## src/rtl/gba_debug_pkg.sv

```systemverilog
// Shared types and constants for the gba_debug_led LED multiplexer.
package gba_debug_pkg;

  typedef enum logic [1:0] {
    DBG_STATIC,
    DBG_SCAN,
    DBG_BUTTONS
  } dbg_mode_e;

  localparam int unsigned DEFAULT_SCAN_DIV = 8388608;

  function automatic int unsigned chunk_count(input int unsigned num_regs,
                                              input int unsigned reg_width,
                                              input int unsigned led_width);
    return (num_regs * reg_width) / led_width;
  endfunction

endpackage

```

## src/rtl/gba_debug_scan_timer.sv

```systemverilog
// Scan prescaler and chunk index counter; held at zero while disabled or restarting.
module gba_debug_scan_timer
  import gba_debug_pkg::*;
#(
  parameter int unsigned SCAN_DIV   = DEFAULT_SCAN_DIV,
  parameter int unsigned NUM_CHUNKS = 16
) (
  input  logic       clk,
  input  logic       rst_b,
  input  logic       enable,
  input  logic       restart,
  output logic [5:0] scan_idx
);

  localparam int unsigned PW = $clog2(SCAN_DIV);
  localparam logic [PW-1:0] PRESC_LAST = PW'(SCAN_DIV - 1);
  localparam logic [5:0]    IDX_LAST   = 6'(NUM_CHUNKS - 1);

  logic [PW-1:0] presc;

  always_ff @(posedge clk or negedge rst_b) begin
    if (!rst_b) begin
      presc    <= '0;
      scan_idx <= '0;
    end else if (!enable || restart) begin
      presc    <= '0;
      scan_idx <= '0;
    end else if (presc == PRESC_LAST) begin
      presc    <= '0;
      scan_idx <= (scan_idx == IDX_LAST) ? '0 : scan_idx + 6'd1;
    end else begin
      presc <= presc + PW'(1);
    end
  end

endmodule

```

## src/rtl/gba_debug_led.sv

```systemverilog
// Debug LED multiplexer: static byte select, auto-scan, button view and snapshot freeze.
// Optional feature: define GBA_DEBUG_SNAPSHOT_EN to build the freeze/snapshot path.
module gba_debug_led
  import gba_debug_pkg::*;
#(
  parameter int unsigned NUM_REGS  = 4,
  parameter int unsigned REG_WIDTH = 32,
  parameter int unsigned LED_WIDTH = 8,
  parameter int unsigned SCAN_DIV  = DEFAULT_SCAN_DIV
) (
  input  logic                 clk,
  input  logic                 rst_b,
  input  logic [7:0]           sw,
  input  logic [REG_WIDTH-1:0] led_regs [NUM_REGS],
  input  logic [15:0]          buttons,
  input  logic                 freeze,
  output logic [LED_WIDTH-1:0] ld,
  output logic [5:0]           scan_idx
);

  localparam int unsigned NUM_CHUNKS     = chunk_count(NUM_REGS, REG_WIDTH, LED_WIDTH);
  localparam int unsigned NUM_BTN_CHUNKS = 16 / LED_WIDTH;
  localparam int unsigned FLAT_W         = NUM_REGS * REG_WIDTH;

  if ((REG_WIDTH % LED_WIDTH) != 0 || (16 % LED_WIDTH) != 0) begin : g_bad_led_width
    $error("gba_debug_led: LED_WIDTH must divide REG_WIDTH and 16");
  end
  if (NUM_CHUNKS > 64) begin : g_bad_chunks
    $error("gba_debug_led: NUM_CHUNKS exceeds 64");
  end

  dbg_mode_e              mode;
  logic                   scan_q;
  logic [FLAT_W-1:0]      live_flat;
  logic [FLAT_W-1:0]      view_flat;
  logic [15:0]            btn_n;
  logic [LED_WIDTH-1:0]   ld_next;

  assign btn_n = ~buttons;

  always_comb begin
    mode = DBG_STATIC;
    if (sw[7])      mode = DBG_BUTTONS;
    else if (sw[6]) mode = DBG_SCAN;
  end

  always_comb begin
    live_flat = '0;
    for (int unsigned i = 0; i < NUM_REGS; i++)
      live_flat[i*REG_WIDTH +: REG_WIDTH] = led_regs[i];
  end

`ifdef GBA_DEBUG_SNAPSHOT_EN
  logic              freeze_q;
  logic              frozen;
  logic [FLAT_W-1:0] snap_flat;

  always_ff @(posedge clk or negedge rst_b) begin
    if (!rst_b) begin
      freeze_q  <= 1'b0;
      frozen    <= 1'b0;
      snap_flat <= '0;
    end else begin
      freeze_q <= freeze;
      if (freeze && !freeze_q) begin
        snap_flat <= live_flat;
        frozen    <= 1'b1;
      end else if (!freeze && freeze_q) begin
        frozen <= 1'b0;
      end
    end
  end

  assign view_flat = frozen ? snap_flat : live_flat;
`else
  logic unused_freeze;
  assign unused_freeze = freeze;
  assign view_flat     = live_flat;
`endif

  // scan_q remembers last cycle's mode so entry into SCAN restarts the timer
  always_ff @(posedge clk or negedge rst_b) begin
    if (!rst_b) scan_q <= 1'b0;
    else        scan_q <= (mode == DBG_SCAN);
  end

  gba_debug_scan_timer #(
    .SCAN_DIV   (SCAN_DIV),
    .NUM_CHUNKS (NUM_CHUNKS)
  ) u_scan_timer (
    .clk      (clk),
    .rst_b    (rst_b),
    .enable   (mode == DBG_SCAN),
    .restart  ((mode == DBG_SCAN) && !scan_q),
    .scan_idx (scan_idx)
  );

  always_comb begin
    ld_next = '0;
    case (mode)
      DBG_BUTTONS: begin
        for (int unsigned k = 0; k < NUM_BTN_CHUNKS; k++)
          if (sw[3:0] == 4'(k)) ld_next = btn_n[k*LED_WIDTH +: LED_WIDTH];
      end
      DBG_SCAN: begin
        for (int unsigned k = 0; k < NUM_CHUNKS; k++)
          if (scan_idx == 6'(k)) ld_next = view_flat[k*LED_WIDTH +: LED_WIDTH];
      end
      default: begin
        for (int unsigned k = 0; k < NUM_CHUNKS; k++)
          if (sw[5:0] == 6'(k)) ld_next = view_flat[k*LED_WIDTH +: LED_WIDTH];
      end
    endcase
  end

  always_ff @(posedge clk or negedge rst_b) begin
    if (!rst_b) ld <= '0;
    else        ld <= ld_next;
  end

endmodule

```

## config.mk

```make
export PLATFORM = sky130hd
export DESIGN_NAME = gba_debug_led
export DESIGN_NICKNAME = d
export VERILOG_FILES = /design/src/rtl/gba_debug_pkg.sv /design/src/rtl/gba_debug_scan_timer.sv /design/src/rtl/gba_debug_led.sv
export SDC_FILE = /design/constraint.sdc
export NUM_CORES = 1
export LEC_CHECK = 0
export BUFFER_PORTS_ARGS = -buffer_cell sky130_fd_sc_hd__buf_4
export CAP_MARGIN = 25
export CORE_MARGIN = 2
export CORE_UTILIZATION = 45
export CTS_BUF_LIST = sky130_fd_sc_hd__clkbuf_2
export DETAILED_ROUTE_END_ITERATION = 8
export GPL_TIMING_DRIVEN = 1
export PLACE_DENSITY_LB_ADDON = 0.1
export SYNTH_ARGS = -nofsm -noshare
export SYNTH_HDL_FRONTEND = slang
export SYNTH_HIERARCHICAL = 1
export SYNTH_SLANG_ARGS = --single-unit
export TNS_END_PERCENT = 30
```

## constraint.sdc

```tcl
create_clock -name clk -period 2.7 [get_ports clk]
set_input_delay 0.135 -clock clk [delete_from_list [all_inputs] [get_ports clk]]
set_output_delay 0.135 -clock clk [all_outputs]
set_load 0.02 [all_outputs]
```

==> reports/results.ini, run 1 <==
[synthesis]
yosysWarnings = 6
yosysSeqAreaShare_pct = 18.7
synth_cell_types = 81
synth_edf_count = 0
synth_async_sr_flop_share_pct = 100
syn_nets = 810
syn_area_per_cell_um2 = 7.78
syn-cell-area_um2 = 5080
ys_seq_elements = 38
synth_flop_cell = dfrtp_1
synthCells = 653

[timing]
clock_skew_ns = 0.0327
worst_hold_slack_ns = 0.157
rsz0062_at_grt = false
hold_viol = 0
drv_slew = 0
fmax_mhz = 409
relSlewSlack_pct = 56.1
setup_viol = 0
tightest_slew_ns = 0.656
min_period_ns = 2.44
fin_crit_sh_pct = 90.5
setup-tns-final_ns = 0

[placement]
place_hpwl_um = 16300
io_buffers = 167
dpl-instance-area_um2 = 6520
gp_congestion = 0.953

[pwr]
p_int_uw = 946
netSwitchingPower_uw = 485
p_leak_uw = 0.00262
peakVddDrop_v = 0.000236
power_frac_clock_pct = 18.5
p_seq_share_pct = 40.9
switching_share_pct = 33.9
power.density_nw_per_um2 = 218
comb_power_share_pct = 40.6

[min_path]
min_path_cells = 3
hold_path_class = primary input to flip-flop

[final_layout]
stdcell_area_um2 = 6570
drive_above_1_share_pct = 31.9
area_delta_synth_final_pct = 29.3
n_antenna_cell = 0
n_fill_cell = 1015
layout.area.seq_um2 = 953
final_nets = 958
multi_input_area_um2 = 3830

[cts]
htreeDepth = 2
clock_sinks = 38
cts_buffers = 5
cts_root_buf = clkbuf_2
clkLatencyLatePin_ns = 0.42
cts_tree = yes
clkTransAtPathRegs_ns = 0.18
clk_path_buf_depth = 2

[setup_path]
crit_path_end_kind = flip-flop
required_ns = 2.99
crit_path_max_fanout = 18
cp.arrival_ns = 2.74
path_class = flip-flop to flip-flop
r2r_cells = 5
cp-start-kind = flip-flop

[grt]
overflow = 0
grt.total_usage_pct = 34.8
grt_max_degree = 42
antenna_found_initial = 0
grt_pass1_wl_um = 32100
grt_pass1_vias = 6011

[floorplanning]
core-area_um2 = 10900
fp-row-count = 38
dieArea_um2 = 12200
top_level_ports = 169
die_x_um = 110
die_h_um = 110
start_util_pct = 46.5

[run_status]
status = completed

[route]
wirelength_um = 21500
top_layer = met4
met3WireLength_um = 2280
route.met2.wl_um = 10100
via_count = 6395
drtIter0Drc = 832
vias_per_cell = 6.79
wl_per_cell_um = 22.8
ant_nets = 0
met1_length_um = 8270
drc = 0
drt_first_pass_iters = 5

[flow_run]
max_cap_violations = 0

## layout by cell type, fill, tap and decap left out, types with 14 or more instances in the layout
cell type and n:
dfrtp_1 36, a21oi_1 53, mux2_2 16, buf_4 197, nor2_1 41, o21ai_0 36, nand3_1 40, nand2_1 48
mux2i_1 37, nor3_1 14
## repair_timing
| item | in CTS | in global routing |
|---|---|---|
| setup buffers | 0 | 0 |
| resized for setup | 0 | 0 |
| hold buffers | 1 | 0 |
| hold endpoints to repair | 38 | 0 |
## final cells by class
class,count,area share [%]
Clock buffer,8,0.609
Inverter,11,0.628
Multi-Input combinational cell,545,58.3
Sequential cell,38,14.5
Tap cell,140,2.67
Timing Repair Buffer,200,23.3
## power by group through the flow
| stage | registers, uW | clock network (uW) | logic, uW |
|---|---|---|---|
| after floorplan | 607 | 0 | 237 |
| after CTS | 586 | 279 | 570 |
| after global routing | 587 | 297 | 616 |
| after detailed placement | 596 | 0 | 567 |
| after global placement | 596 | 0 | 562 |
| final | 586 | 264 | 581 |
## sequential cells by signal, summed over array words and instances (netlist names)
signal                 count
ld                         8
u_scan_timer/scan_idx      6
scan_q                     1
u_scan_timer/presc        23
## metrics by stage
step | util, % | power, uW | instances | setup slack [ns]
3_3_place_gp | 59.6 | 1160 | 933 | 0.335
4_1_cts | 60.1 | 1430 | 942 | 0.280
6_report | 60.1 | 1430 | 942 | 0.257
5_1_grt | 60.1 | 1500 | 942 | 0.158
3_5_place_dp | 59.6 | 1160 | 933 | 0.328
2_1_floorplan | - | 844 | 653 | 0.505
## worst max-delay path, stage by stage, from the launching register on
cell	delay (ns)
dfrtp_1	0.62
or4b_1	0.78
a211o_1	0.35
nand2_1	0.06
o21ai_1	0.08
a2111o_1	0.43
## metal layers
layer / GRT usage [%] / up-vias
li1: - / 2852
met1: 45.0 / 2989
met2: 58.4 / 485
met3: 4.06 / 69
met4: 15.2 / 0
met5: 0 / -
## cell families (layout without fill, tap and decap cells)
family / count (synthesis) / count (layout) / share of synthesized area, %
AND/OR/NAND/NOR: 250 / 250 / 27.8
buffers and inverters: 70 / 219 / 6.03
adder cells (fa/ha/maj): 2 / 2 / 0.492
XOR/XNOR: 11 / 11 / 1.90
AO/OA/AOI/OAI: 216 / 216 / 28.4
flip-flops: 38 / 38 / 18.7
multiplexers: 66 / 66 / 16.6
## synthesized netlist by cell type (5+ instances only)
library cell,instances,share of area [%]
mux4_2,13,5.8
a211oi_1,11,1.6
nor2_1,41,3.0
mux2_2,16,3.5
nand3_1,40,3.9
a31oi_1,12,1.5
xnor2_1,6,1.0
or4_1,9,1.3
a21oi_1,53,5.2
nand3b_1,6,0.89
mux2i_1,37,7.3
o31ai_1,11,1.6
o22ai_1,11,1.4
and3_1,6,0.74
a22oi_1,8,1.2
nor4_1,7,0.86
nor2b_1,11,1.4
dfrtp_1,38,19
or3_1,5,0.62
nand4_1,12,1.5
o21ai_0,36,3.5
nand2_1,48,3.5
xor2_1,5,0.86
nor3_1,14,1.4
buf_2,26,2.6
buf_1,8,0.59
o211ai_1,13,1.9
a211o_1,5,0.86
o221ai_1,6,1.0
and4_1,5,0.86
nand2b_1,13,1.6
a21boi_0,5,0.74
clkbuf_1,23,1.7
inv_1,9,0.66
## final timing paths
path | from | end | slack, ns
worst min-delay path | sw[7] | ld[5] | 0.16
min in group asynchronous | rst_b | u_scan_timer/presc[18] | 0.17
max in group asynchronous | rst_b | u_scan_timer/presc[2] | 2.14
worst min register to register | u_scan_timer/presc[0] | u_scan_timer/presc[0] | 0.52
worst max register to register | u_scan_timer/scan_idx[2] | ld[2] | 0.26
worst max-delay path | u_scan_timer/scan_idx[2] | ld[2] | 0.26
Note: power is estimated with default switching activity, not from simulation.
==> run 2: changes to the inputs <==
Clock period 2.7 ns to 2.65 ns, I/O delays scaled along.
==> run 2 against run 1 <==
Compared with the run above: register-to-register slack got worse by 0.05 ns; global-route usage is 0.079 points higher; flip-flop and latch count unchanged; count of clock-buffer cells in the layout down 3; clock skew is 0.0095 ns higher; power up 1.5%; sequential power is 2% higher; non-clock buffer count unchanged; sequential share of layout area hardly changed; via count fell by 1.3%; largest power group unchanged.
==> reports/results.ini, run 2 (same netlist as run 1, synthesis figures left out) <==
[final_layout]
reg.largest.list = u_scan_timer/presc: 23 flops, ld: 8 flops, u_scan_timer/scan_idx: 6 flops
final_nets = 958  ; unchanged
top_register = u_scan_timer/presc
finalNonFillerCells = 942  ; unchanged
final_cell_mix = buf_4, a21oi_1, nand2_1
n_fill_cell = 1006  ; -0.89%
stdcell_area_um2 = 6560  ; -0.17%
final_common_cell = buf_4
area_delta_synth_final_pct = 29.0
drive_above_1_share_pct = 31.8  ; -0.12 points
layout.area.seq_um2 = 953  ; unchanged
n_antenna_cell = 0  ; unchanged
largest_reg_flops = 23  ; unchanged
multi_input_area_um2 = 3830  ; unchanged

[timing]
rsz0062_at_grt = false
min_period_ns = 2.44  ; +0.000310 ns
fin_crit_sh_pct = 92.2  ; +1.7 points
fmax_mhz = 409  ; about the same
worst_hold_slack_ns = 0.0943  ; -0.0631 ns
relSlewSlack_pct = 48.6  ; -7.5 points
hold_viol = 0  ; unchanged
clock_skew_ns = 0.0422  ; +0.00952 ns
drv_slew = 0  ; unchanged
setup-tns-final_ns = 0  ; unchanged
tightest_slew_ns = 0.764  ; +0.108 ns
setup_viol = 0  ; unchanged

[cts]
clkLatencyLatePin_ns = 0.43  ; about the same
clkTransAtPathRegs_ns = 0.22  ; +0.04 ns
cts_tree = yes
post_cts_buffers = 0  ; unchanged
ctsHoldBuffers = 1  ; unchanged
clk_path_buf_depth = 2  ; unchanged
clock_sinks = 38  ; unchanged
cts_buffers = 5  ; unchanged
htreeDepth = 2  ; unchanged
cts_resized = 0  ; unchanged
cts_root_buf = clkbuf_2

[grt]
grt_pass1_wl_um = 32200  ; +0.45%
grt.total_usage_pct = 34.9  ; +0.079 points
grt_pass1_vias = 5952  ; -0.98%
overflow = 0  ; unchanged
antenna_found_initial = 0  ; unchanged
grt_max_degree = 51  ; +21%

[pwr]
total_power_uw = 1450  ; +1.5%
power.density_nw_per_um2 = 221  ; +1.6%
peakVddDrop_v = 0.000226  ; -4.1%
p_leak_uw = 0.00261  ; -0.30%

[route]
via_count = 6314  ; -1.3%
drc = 0  ; unchanged
ant_nets = 0  ; unchanged
wirelength_um = 21500  ; about the same
drt_first_pass_iters = 5  ; unchanged
drtIter0Drc = 952  ; +14%
vias_per_cell = 6.70  ; -1.3%
wl_per_cell_um = 22.8  ; about the same

[min_path]
min_to = ld[1]
min_path_cells = 5  ; +2
hold_path_class = primary input to flip-flop
holdCritStartpoint = led_regs[17]

[setup_path]
reg2reg_slack_ns = 0.21  ; -0.05 ns
path_class = flip-flop to flip-flop
cp-start-kind = flip-flop
r2r_cells = 5  ; unchanged
required_ns = 2.98  ; about the same
rr_endpoint = ld[2]
r2r_start = u_scan_timer/scan_idx[2]
cp.arrival_ns = 2.78  ; +0.04 ns
crit_path_end_kind = flip-flop
crit_path_max_fanout = 17  ; -1

[placement]
io_buffers = 167  ; unchanged
placed_cells = 933  ; unchanged
gp_congestion = 0.978  ; +2.6%
place_hpwl_um = 16400  ; +0.70%
dpl-instance-area_um2 = 6510  ; -0.19%

[run_status]
status = completed

[floorplanning]
top_level_ports = 169  ; unchanged
start_util_pct = 46.5  ; unchanged
die_h_um = 110  ; unchanged
fp-row-count = 38  ; unchanged
die_x_um = 110  ; unchanged
core-area_um2 = 10900  ; unchanged
dieArea_um2 = 12200  ; unchanged

[flow_run]
max_cap_violations = 0  ; unchanged

==> run 2: cell types whose count changed in the layout (fill, tap and decap cells not counted), sizes merged <==
cell,before,now
clkinv,1,3
clkinvlp,0,1
clkbuf,8,5
==> run 2: final cells by class <==
type / count / share of cell area, %
Tap cell: 140 / 2.67
Inverter: 11 / 0.630
Clock inverter: 3 / 0.248
Sequential cell: 38 / 14.5
Clock buffer: 5 / 0.382
Timing Repair Buffer: 200 / 23.1
Multi-Input combinational cell: 545 / 58.4
==> run 2: worst max-delay path, cell delays in order (launching register included) <==
cell and delay, ns:
dfrtp_1 0.63, or4b_1 0.78, a211o_1 0.35, nand2_1 0.06, o21ai_1 0.08, a2111o_1 0.43
==> run 2: worst max path at each step <==
stage,from,endpoint,slack (ns),cells past startpoint
floorplan,u_scan_timer/scan_idx[4],ld[2],0.46,7
global placement,u_scan_timer/scan_idx[2],ld[2],0.31,5
detailed placement,u_scan_timer/scan_idx[2],ld[2],0.30,5
CTS,u_scan_timer/scan_idx[2],ld[2],0.27,5
global route,u_scan_timer/scan_idx[2],ld[2],0.18,5
finish,u_scan_timer/scan_idx[2],ld[2],0.21,5
==> run 2: per-layer routing <==
layer  routed length (um)  global-route usage, %
met4                  582                   11.4
met1                 8450                   45.5
met3                 2230                   6.53
met2                10200                   58.0
met5                    0                      0
==> run 2: through the flow <==
step | utilization [%] | worst slack [ns]
after floorplan | - | 0.455
after global placement | 59.5 | 0.308
after detailed placement | 59.5 | 0.302
after CTS | 60.0 | 0.272
after global routing | 60.0 | 0.184
final | 60.0 | 0.207
==> run 2: where the power goes <==
group	leakage (uW)	internal (uW)	switching, uW
combinational	0.00206	292	296
clock	0.0000264	60.0	208
sequential	0.000519	592	4.92
total	0.00261	943	509
